<file path="config.mk">
export PLATFORM = sky130hd
export DESIGN_NAME = vote_tally
export DESIGN_NICKNAME = d
export VERILOG_FILES = /design/src/rtl/vote_tally.sv
export SDC_FILE = /design/constraint.sdc
export NUM_CORES = 1
export LEC_CHECK = 0
export ABC_AREA = 1
export CORE_AREA = 10 10 125 127
export CTS_CLUSTER_DIAMETER = 150
export CTS_CLUSTER_SIZE = 8
export DETAILED_ROUTE_END_ITERATION = 6
export DIE_AREA = 0 0 135 137
export PLACE_DENSITY = 0.78
export SETUP_SLACK_MARGIN = 0.15
export SYNTH_ARGS = -nofsm -noshare
export SYNTH_HDL_FRONTEND = slang
export SYNTH_SLANG_ARGS = --single-unit
</file>
<file path="constraint.sdc">
create_clock -name clk -period 3.3 [get_ports clk]
set_input_delay 0.825 -clock clk [delete_from_list [all_inputs] [get_ports clk]]
set_output_delay 0.825 -clock clk [all_outputs]
set_load 0.005 [all_outputs]
</file>
<file path="src/rtl/vote_tally.sv">
`default_nettype none
// ============================================================================
// Module      : vote_tally
// Description : Ballot-casting stage downstream of password verification.
//               A rising edge on the access grant opens a single-ballot
//               window. One legal selection per window is counted. Closing
//               the poll starts a one-candidate-per-cycle scan that reports
//               the winner and a tie flag.
// Ports       : clk, rst (sync, active-low)
//               access        - grant level; rising edge opens a ballot
//               vote_valid    - selection presented this cycle
//               vote_sel      - candidate index
//               close_poll    - ends polling (sticky until reset)
//               vote_ready    - ballot window open
//               vote_ack      - pulse: vote counted
//               vote_reject   - pulse: illegal selection, ballot spoiled
//               vote_timeout  - pulse: window expired unused
//               rd_sel        - readout select
//               rd_count      - count[rd_sel], 0 when out of range
//               total_votes   - saturating sum of accepted votes
//               poll_closed   - close_poll accepted
//               result_valid  - winner/tie final
//               winner        - lowest index holding the maximum count
//               tie           - maximum shared by two or more candidates
// Revision    : 1.0 - initial release
// ============================================================================
module vote_tally #(
    parameter int NUM_CAND = 4,
    parameter int SEL_W    = 2,
    parameter int CNT_W    = 16,
    parameter int TIMEOUT  = 255
) (
    input  logic             clk,
    input  logic             rst,
    input  logic             access,
    input  logic             vote_valid,
    input  logic [SEL_W-1:0] vote_sel,
    input  logic             close_poll,
    output logic             vote_ready,
    output logic             vote_ack,
    output logic             vote_reject,
    output logic             vote_timeout,
    input  logic [SEL_W-1:0] rd_sel,
    output logic [CNT_W-1:0] rd_count,
    output logic [CNT_W-1:0] total_votes,
    output logic             poll_closed,
    output logic             result_valid,
    output logic [SEL_W-1:0] winner,
    output logic             tie
);

    // The window timer only has to reach TIMEOUT-1.
    localparam int TMR_W = (TIMEOUT > 2) ? $clog2(TIMEOUT) : 1;

    localparam logic [SEL_W:0]   c_NUM_CAND = (SEL_W+1)'(NUM_CAND);
    localparam logic [SEL_W-1:0] c_LAST_IDX = SEL_W'(NUM_CAND - 1);
    localparam logic [TMR_W-1:0] c_TMR_LAST = TMR_W'(TIMEOUT - 1);
    localparam logic [CNT_W-1:0] c_CNT_MAX  = '1;

    typedef enum logic [1:0] {
        ST_IDLE  = 2'd0,
        ST_ARMED = 2'd1,
        ST_SCAN  = 2'd2,
        ST_DONE  = 2'd3
    } state_t;

    state_t              r_state;
    state_t              w_state_nxt;

    logic                r_access_q;
    logic [TMR_W-1:0]    r_timer;
    logic [CNT_W-1:0]    r_count [NUM_CAND];
    logic [CNT_W-1:0]    r_total;
    logic                r_ack;
    logic                r_reject;
    logic                r_timeout;
    logic [SEL_W-1:0]    r_scan_idx;
    logic [CNT_W-1:0]    r_best;
    logic [SEL_W-1:0]    r_winner;
    logic                r_tie;

    logic                w_acc_rise;
    logic                w_sel_legal;
    logic                w_inc;
    logic                w_ack_nxt;
    logic                w_reject_nxt;
    logic                w_timeout_nxt;
    logic [CNT_W-1:0]    w_scan_cnt;
    logic [CNT_W-1:0]    w_rd_cnt;

    assign w_acc_rise  = access & ~r_access_q;
    // Zero-extend the select so illegal codes above NUM_CAND-1 compare cleanly.
    assign w_sel_legal = ({1'b0, vote_sel} < c_NUM_CAND);

    // ------------------------------------------------------------------
    // Next-state and pulse decode
    // ------------------------------------------------------------------
    always_comb begin
        w_state_nxt   = r_state;
        w_inc         = 1'b0;
        w_ack_nxt     = 1'b0;
        w_reject_nxt  = 1'b0;
        w_timeout_nxt = 1'b0;
        case (r_state)
            ST_IDLE: begin
                if (close_poll) begin
                    w_state_nxt = ST_SCAN;
                end else if (w_acc_rise) begin
                    w_state_nxt = ST_ARMED;
                end
            end
            ST_ARMED: begin
                if (vote_valid) begin
                    // A vote in the last window cycle beats the timeout.
                    if (w_sel_legal) begin
                        w_inc     = 1'b1;
                        w_ack_nxt = 1'b1;
                    end else begin
                        w_reject_nxt = 1'b1;
                    end
                    w_state_nxt = ST_IDLE;
                end else if (close_poll) begin
                    // Closing takes the unused window; no timeout is reported.
                    w_state_nxt = ST_SCAN;
                end else if (r_timer == c_TMR_LAST) begin
                    w_timeout_nxt = 1'b1;
                    w_state_nxt   = ST_IDLE;
                end
                // A vote arriving with close_poll is still processed above.
                if (close_poll) begin
                    w_state_nxt = ST_SCAN;
                end
            end
            ST_SCAN: begin
                if (r_scan_idx == c_LAST_IDX) begin
                    w_state_nxt = ST_DONE;
                end
            end
            ST_DONE: begin
                w_state_nxt = ST_DONE;
            end
            default: begin
                w_state_nxt = ST_IDLE;
            end
        endcase
    end

    // ------------------------------------------------------------------
    // Count multiplexers (scan compare and external readout)
    // ------------------------------------------------------------------
    always_comb begin
        w_scan_cnt = '0;
        w_rd_cnt   = '0;
        for (int i = 0; i < NUM_CAND; i++) begin
            if (r_scan_idx == SEL_W'(i)) begin
                w_scan_cnt = r_count[i];
            end
            if (rd_sel == SEL_W'(i)) begin
                w_rd_cnt = r_count[i];
            end
        end
    end

    // ------------------------------------------------------------------
    // State, timer and edge register
    // ------------------------------------------------------------------
    always_ff @(posedge clk) begin
        if (!rst) begin
            r_state    <= ST_IDLE;
            r_access_q <= 1'b0;
            r_timer    <= '0;
            r_scan_idx <= '0;
            r_ack      <= 1'b0;
            r_reject   <= 1'b0;
            r_timeout  <= 1'b0;
        end else begin
            r_state    <= w_state_nxt;
            r_access_q <= access;
            r_ack      <= w_ack_nxt;
            r_reject   <= w_reject_nxt;
            r_timeout  <= w_timeout_nxt;
            // Timer counts ARMED cycles; held at zero elsewhere so every
            // new window starts from zero.
            if (r_state == ST_ARMED) begin
                r_timer <= r_timer + TMR_W'(1);
            end else begin
                r_timer <= '0;
            end
            if (r_state == ST_SCAN) begin
                r_scan_idx <= r_scan_idx + SEL_W'(1);
            end else begin
                r_scan_idx <= '0;
            end
        end
    end

    // ------------------------------------------------------------------
    // Per-candidate and total counters (saturating)
    // ------------------------------------------------------------------
    always_ff @(posedge clk) begin
        if (!rst) begin
            for (int i = 0; i < NUM_CAND; i++) begin
                r_count[i] <= '0;
            end
            r_total <= '0;
        end else if (w_inc) begin
            for (int i = 0; i < NUM_CAND; i++) begin
                if ((vote_sel == SEL_W'(i)) && (r_count[i] != c_CNT_MAX)) begin
                    r_count[i] <= r_count[i] + CNT_W'(1);
                end
            end
            if (r_total != c_CNT_MAX) begin
                r_total <= r_total + CNT_W'(1);
            end
        end
    end

    // ------------------------------------------------------------------
    // Winner scan: index 0 seeds the running best, later indices replace
    // it only when strictly greater, so the lowest index wins on equality.
    // ------------------------------------------------------------------
    always_ff @(posedge clk) begin
        if (!rst) begin
            r_best   <= '0;
            r_winner <= '0;
            r_tie    <= 1'b0;
        end else if (r_state == ST_SCAN) begin
            if (r_scan_idx == '0) begin
                r_best   <= w_scan_cnt;
                r_winner <= '0;
                r_tie    <= 1'b0;
            end else if (w_scan_cnt > r_best) begin
                r_best   <= w_scan_cnt;
                r_winner <= r_scan_idx;
                r_tie    <= 1'b0;
            end else if (w_scan_cnt == r_best) begin
                r_tie <= 1'b1;
            end
        end
    end

    assign vote_ready   = (r_state == ST_ARMED);
    assign vote_ack     = r_ack;
    assign vote_reject  = r_reject;
    assign vote_timeout = r_timeout;
    assign rd_count     = w_rd_cnt;
    assign total_votes  = r_total;
    assign poll_closed  = (r_state == ST_SCAN) || (r_state == ST_DONE);
    assign result_valid = (r_state == ST_DONE);
    assign winner       = r_winner;
    assign tie          = r_tie;

endmodule
`default_nettype wire
</file>
==> results.md, run 1 <==
* Post-Syn Area per Cell at 7.53 sq um
* Die area at roughly 0.018 sq mm
* Number of CTS-inserted buffers at 17
* Post-route ant nets at 0
* Number of remaining DRC errors at 0
* Reg2Reg Depth at 16
* Grt ovf at 0
* DRT iter0 DRCs at 703
* VDD IR-drop max at 0.352 mV
* HP Class: reg2reg
* Placement Cell Area at approximately 0.0079 sq mm
* Critical-path cell list: buf_4 -> ha_1 -> buf_4 -> a21oi_1 -> a22oi_1 -> inv_1 -> ha_1 -> nand4_1 -> nor3_2 -> nand3_1 -> nand2_1 -> nand2_2 -> nand2_2 -> clkinv_4 -> nor2_1 -> nor2_1
* Logic pwr share at about 14%
* ANT cells at 0
* Final Max Slew Viols at 0
* Slowest cell on crit path: buf_4
* Initial Util at 54.2%
* Most frequent cell after synthesis: inv_1
* Final hold vios at 0
* CP endpoint kind: register
* Synthesis-to-finish area growth at 20.8%
* Synthesized area at 0.00709 sq mm
* Multi-input logic area at 0.00353 sq mm
* Post-detail-place hpwl at 13.9 mm
* First-pass GRT wire length at 30.5 mm
* Main flop type after synthesis: edfxtp_1
* Crit path DAT at 3.29 ns
* Ys async rst share at 0%
* Slew @ Worst Pin at 0.868 ns
* Row Count at 42
* Layout cell share with drive strength beyond 1 at 10.8%
* FF/Latch Area at 0.00292 sq mm
* Placer Congestion at 0.997
* Leakage at 3.51 nW
* Top cell type's share of synthesized area at 27.1%
* Share of the yosys chip area belonging to registers at between 40% and 50%
* Synth top cells by count: inv_1 (148), nand2_1 (143), nor2_1 (141), a21oi_1 (78), edfxtp_1 (64)
* Synth cell types at 48
* PwrDens at 451 mW/mm^2
* Max-slew headroom at a little over two fifths
* Num Clock Sinks at about 110
* Cells after Synth at 942
* Flop pwr share at 42.1%
* Clk_skew at 0.00903 ns
* GR Util met1 at 25.0%
* FMAX at 0.337 GHz
* Via count at 6718
* Clk buf depth at 2
* Post-synth EDFFs at 64
* Warning count from the yosys run at 0
* Crit start category: register
* Via density per instance at around 5.6
* Largest stage delay, worst path at 0.35 ns
* Maxcap violations at 0
* Die H at around 140 um
* First-pass DRT Iterations at 6
* Tcrit/Tclk final at 90.0%
* Initial antenna violation count at 0
* Worst Path Max Fanout at 33
* CTS Root Cell: clkbuf_16
* Chip width at 135 um
* Synth area leader: edfxtp_1
* Sw Ratio at 26.4%
* Outcome: finished, final reports clean
* TNS Setup at 0 ns
* Fillers at 1099
* Syn_nets at slightly below 1000
* Psw at 0.00102 W
* Post-synthesis register bit count at 114
* Clk pwr share at 44.5%
* Largest net degree at the start of global routing at 34
* Worst-path clk slew at 0.05 ns
* RSZ-0062 raised after global routing: true
* Port Buffer Count at 48
* Layout Nets at 1046
* GR peak layer: met2
* Crit Path Class: reg2reg
* Count of cells along the worst hold path at 1
* GR Layer Usage met2 at 34.4%
* Clk_lat worst skew at 0.43 ns
* CORE AREA at 0.0131 sq mm
* Area contributors post-synth: edfxtp_1 (27%), dfxtp_1 (14%), inv_1 (7.8%)
* # setup viols final at 0
* Internal power at between 0.002 and 0.003 W
* Met3 Use GR at 5.13%
* Vias in the first global route at 6247
* H-tree Lvls at 4
* I/O pin cnt at 50
* Min cycle time layout at 2.97 ns
* Total Wirelength at 19.8 mm
* CTS tree: yes
* Required time worst endpoint at 3.62 ns
* WL/cell at 16.5 um
* Global Route Usage Sum at approximately 21%
* Final cell area excluding filler cells at approximately 0.0086 sq mm
==> final cells by class <==
type,count,share of cell area [%]
clock buffer,28,6.15
timing repair inverter,1,0.0731
sequential,114,34.1
clock inverter,4,0.278
tap,176,2.57
timing repair buffer,77,8.88
multi-input combinational,648,41.2
inverter,151,6.72
==> worst max-delay path, delay by kind of cell (launching register included) <==
family,cells,cell delay [ns]
AND/OR/NAND/NOR,8,1.01
buffers and inverters,4,0.68
adder cells (fa/ha/maj),2,0.45
AO/OA/AOI/OAI,2,0.38
flip-flops,1,0.32
==> stage by stage <==
step | setup WS (ns) | cells | utilization (%) | total power, W | hold slack (ns)
after detailed placement | -0.0966 | 1164 | 60.4 | 0.00214 | 0.459
after global placement | -0.0688 | 1164 | 60.4 | 0.00213 | 0.444
after CTS | 0.148 | 1196 | 64.6 | 0.00383 | 0.470
after floorplan | 0.409 | 942 | - | 0.00195 | 0.430
final | 0.331 | 1199 | 65.4 | 0.00386 | 0.466
after global routing | 0.0516 | 1199 | 65.4 | 0.00400 | 0.490
==> logic make-up (layout without fill, tap and decap cells) <==
| family | after synthesis | after routing | synth area share, % |
|---|---|---|---|
| AOI/OAI and AO/OA | 163 | 163 | 13.0 |
| xor gates and xnor gates | 28 | 28 | 3.46 |
| adders and majority gates | 27 | 27 | 4.77 |
| buffers and inverters | 181 | 261 | 10.3 |
| DFF | 114 | 114 | 41.2 |
| other | 1 | 1 | 0.0529 |
| and+or+nand+nor | 428 | 429 | 27.2 |
==> state kept, by name, indices dropped and copies added, names as in the netlist, 2 cells and up <==
| register | cells |
|---|---|
| total_votes | 16 |
| winner | 2 |
| r_state | 2 |
| r_timer | 8 |
| r_best | 16 |
| r_count | 64 |
| r_scan_idx | 2 |
==> routing by layer <==
metal | wire length (um) | share of wire, % | vias up
met3 | 1770 | 8.9 | 59
met5 | 0 | 0 | -
li1 | - | - | 3250
met1 | 8150 | 41 | 3102
met4 | 603 | 3.0 | 0
met2 | 9320 | 47 | 307
==> cells in the final DEF (no fill, tap or decap), types with 3 or more instances in the layout <==
cell type / count
xor2_1: 26
ha_1: 26
buf_12: 5
nor2_2: 7
a21oi_1: 78
inv_1: 144
nor3_2: 4
buf_4: 20
clkdlybuf4s50_1: 30
clkbuf_8: 6
dfxtp_1: 50
nor3b_1: 9
nand3_1: 55
dlygate4sd2_1: 16
inv_2: 5
nand2_2: 7
nor2_1: 138
or2_2: 3
a22oi_1: 8
o22ai_1: 11
clkinv_2: 3
nor2_4: 4
o21ai_0: 39
nand4_1: 15
nor3_1: 31
nand2_1: 140
buf_6: 4
a31oi_1: 3
nor4_1: 6
edfxtp_1: 64
a22oi_2: 9
clkbuf_16: 17
clkbuf_1: 5
==> power by group through the flow <==
stage	logic, W	clock network [W]	registers, W
after floorplan	0.000318	0	0.00163
after global placement	0.000482	0	0.00165
after detailed placement	0.000494	0	0.00165
after CTS	0.000493	0.00172	0.00162
after global routing	0.000584	0.00179	0.00163
final	0.000520	0.00172	0.00162
==> repair_timing <==
action	4_1_cts	5_1_grt
pin swaps	0	5
gates resized for setup	26	29
setup endpoints to repair	35	34
hold buffers	0	0
gates cloned	0	3
buffers inserted	0	0
endpoints found under the hold margin	0	0
==> worst paths after layout <==
path | startpoint | endpoint | slack, ns
worst max-delay path | r_scan_idx[0] | r_best[7] | 0.33
worst min-delay path | r_timer[0] | r_timer[0] | 0.47
worst max register to register | r_scan_idx[0] | r_best[7] | 0.33
worst min register to register | r_timer[0] | r_timer[0] | 0.47
(Power assumes the default switching activity.)
==> run 2, diff against run 1 <==
--- a/config.mk
+++ b/config.mk
@@ -6,12 +6,12 @@
 export NUM_CORES = 1
 export LEC_CHECK = 0
 export ABC_AREA = 1
-export CORE_AREA = 10 10 125 127
+export CORE_AREA = 10 10 126 128
 export CTS_CLUSTER_DIAMETER = 150
 export CTS_CLUSTER_SIZE = 8
 export DETAILED_ROUTE_END_ITERATION = 6
-export DIE_AREA = 0 0 135 137
-export PLACE_DENSITY = 0.78
+export DIE_AREA = 0 0 136 138
+export PLACE_DENSITY = 0.8
 export SETUP_SLACK_MARGIN = 0.15
 export SYNTH_ARGS = -nofsm -noshare
 export SYNTH_HDL_FRONTEND = slang
==> constraint.sdc (replaced) <==
create_clock -name clk -period 2.5 [get_ports clk]
set_input_delay 0.625 -clock clk [delete_from_list [all_inputs] [get_ports clk]]
set_output_delay 0.625 -clock clk [all_outputs]
set_load 0.005 [all_outputs]
==> results.md, run 2 (synthesis gave the netlist of run 1 again) <==
* Die area at 0.0188 sq mm (+1.5%)
* WL/cell at 16.8 um (+1.3%)
* Most common cell after layout, fill and taps aside: inv_1
* Final cell area excluding filler cells at 0.0100 sq mm (+17%)
* Largest stage delay, worst path at 0.36 ns (about the same)
* Via density per instance at 5.53 (-1.4%)
* CTS tree: yes
* Post-route setup slack at -0.415 ns (-0.746 ns)
* Max-slew headroom at 57.1% (+15 points)
* First-pass DRT Iterations at 6 (unchanged)
* DRT iter0 DRCs at 738 (+5.0%)
* Crit start category: register
* FF/Latch Area at 0.00293 sq mm (+0.21%)
* Global Route Usage Sum at 22.6% (+1.9 points)
* Final Max Slew Viols at 0 (unchanged)
* Port Buffer Count at 48 (unchanged)
* Fin util at 74.1% (+8.7 points)
* Vias in the first global route at 6935 (+11%)
* Slowest cell on crit path: dfxtp_4
* Post-cts hold buffer count at 0 (unchanged)
* Worst-path clk slew at 0.06 ns (about the same)
* Clk_lat worst skew at 0.43 ns (about the same)
* Placed cells at 1243 (+6.8%)
* Via count at 7244 (+7.8%)
* Required time worst endpoint at 2.82 ns (-0.80 ns)
* R2R setup slack at -0.42 ns (-0.75 ns)
* Maxcap violations at 0 (unchanged)
* Row Count at 43 (+2.4%)
* Multi-input logic area at 0.00396 sq mm (+12%)
* PwrDens at 570 mW/mm^2 (+26%)
* Final hold vios at 0 (unchanged)
* Tcrit/Tclk final at 117% (+27 points)
* Num Clock Sinks at 114 (unchanged)
* Non-Filler Instances at 1311 (+9.3%)
* Clk_skew at 0.0136 ns (+0.00457 ns)
* ANT cells at 0 (unchanged)
* Total Wirelength at 22.0 mm (+11%)
* Worst path buffer plus inverter count at 5 (+1)
* Leakage at 4.17 nW (+19%)
* Violated checks: negative setup slack
* Largest net degree at the start of global routing at 22 (-35%)
* Commonest non-fill, non-tap cells in the layout: inv_1 (139), nand2_1 (133), nor2_1 (126)
* Chip width at 136 um (+0.74%)
* RSZ-0062 raised after global routing: true
* Initial Util at 52.5% (-1.7 points)
* Slew @ Worst Pin at 0.643 ns (-0.225 ns)
* H-tree Lvls at 4 (unchanged)
* Synthesis-to-finish area growth at 41.2%
* Clk buf depth at 2 (unchanged)
* Crit path DAT at 3.23 ns (-0.06 ns)
* Number of remaining DRC errors at 0 (unchanged)
* Top delay family on crit path: simple AND/OR/NAND/NOR gates
* Worst Path Max Fanout at 16 (-52%)
* Power, Total at 0.00570 W (+48%)
* VDD IR-drop max at 0.387 mV (+10%)
* Placement Cell Area at 0.00857 sq mm (+8.5%)
* Critical-path cell list: buf_12 -> ha_4 -> buf_6 -> a21oi_1 -> o21ai_0 -> a22oi_1 -> buf_4 -> inv_1 -> ha_1 -> nand4_1 -> nor3_4 -> nand2_1 -> nand2_1 -> nand2_2 -> nand2_4 -> buf_6 -> nand3_2 -> nand2_2 -> nor2_1
* Outcome: complete, but fails checks
* I/O pin cnt at 50 (unchanged)
* HP Class: reg2reg
* Post-route ant nets at 0 (unchanged)
* Crit Path Class: reg2reg
* Max reg flops at 64 (unchanged)
* Min cycle time layout at 2.92 ns (-0.0541 ns)
* Die H at 138 um (+0.73%)
* Placer Congestion at 0.914 (-8.3%)
* Post-detail-place hpwl at 14.6 mm (+5.6%)
* Reg with most FFs: r_count
* First-pass GRT wire length at 34.3 mm (+12%)
* # setup viols final at 19 (+19)
* Layout Nets at 1154 (+10%)
* Initial antenna violation count at 0 (unchanged)
* Grt ovf at 0 (unchanged)
* CORE AREA at 0.0135 sq mm (+3.2%)
* Layout cell share with drive strength beyond 1 at 27.3% (+17 points)
* CTS Root Cell: clkbuf_16
* CP endpoint kind: register
* Minimum hold slack at 0.465 ns (-0.000325 ns)
* FMAX at 0.343 GHz (+1.9%)
* Number of CTS-inserted buffers at 17 (unchanged)
* Fillers at 927 (-16%)
-- run 2: changes by cell type in the layout (fill, tap and decap cells not counted), sizes merged --
cell | previous run | this run
buf | 29 | 149
dlygate4sd2 | 16 | 3
inv | 150 | 156
clkbuf | 28 | 23
clkdlybuf4s15 | 0 | 3
dlymetal6s2s | 2 | 0
or2 | 7 | 6
-- run 2: final timing paths --
path | startpoint | end | cells after the start
worst max-delay path | r_scan_idx[0] | r_best[7] | 19
worst min-delay path | r_timer[0] | r_timer[0] | 1
worst max register to register | r_scan_idx[0] | r_best[7] | 19
worst min register to register | r_timer[0] | r_timer[0] | 1
-- run 2: routing by layer --
layer  wire length, um  global-route usage, %  part of all wire [%]  vias to the layer above
met3              1630                   5.65                   7.4                       96
met4              1120                   13.3                   5.1                        0
met2             10600                   36.2                    48                      330
met1              8630                   26.7                    39                     3342
li1                  -                      -                     -                     3476
met5                 0                      0                     0                        -
-- run 2: cell type report --
type,instances,share of cell area [%]
Multi-Input combinational cell,647,39.5
Sequential cell,114,29.3
Timing Repair Buffer,185,16.6
Inverter,151,5.79
Clock buffer,23,5.64
Tap cell,180,2.25
Clock inverter,9,0.737
Timing Repair inverter,2,0.225
-- run 2: worst register-to-register path, stage by stage (launching register included) --
cell,delay (ns)
dfxtp_4,0.36
buf_12,0.13
ha_4,0.16
buf_6,0.16
a21oi_1,0.15
o21ai_0,0.12
a22oi_1,0.19
buf_4,0.16
inv_1,0.04
ha_1,0.26
nand4_1,0.15
nor3_4,0.20
nand2_1,0.07
nand2_1,0.09
nand2_2,0.07
nand2_4,0.14
buf_6,0.16
nand3_2,0.08
nand2_2,0.08
nor2_1,0.05
-- run 2: stage by stage --
stage          worst slack (ns)  TNS (ns)
6_report                 -0.415     -7.15
5_1_grt                  -0.578    -10.28
4_1_cts                  -0.272     -4.72
3_5_place_dp             -0.593    -16.91
3_3_place_gp             -0.591    -14.24
2_1_floorplan            -0.180     -2.39
-- run 2: power by group --
| group | total (W) | leakage (nW) | internal [W] | switching, W |
|---|---|---|---|---|
| sequential | 0.00213 | 1.07 | 0.00206 | 0.0000664 |
| combinational | 0.00102 | 2.79 | 0.000460 | 0.000565 |
| clock | 0.00255 | 0.313 | 0.00161 | 0.000948 |
| total | 0.00570 | 4.17 | 0.00412 | 0.00158 |
-- run 2: timing repair --
item                       CTS  global route
hold endpoints to repair     0             0
cloned                       4             0
pin swaps                   28            23
resized for setup          141            67
setup endpoints to repair   35            70
setup buffers               18            14
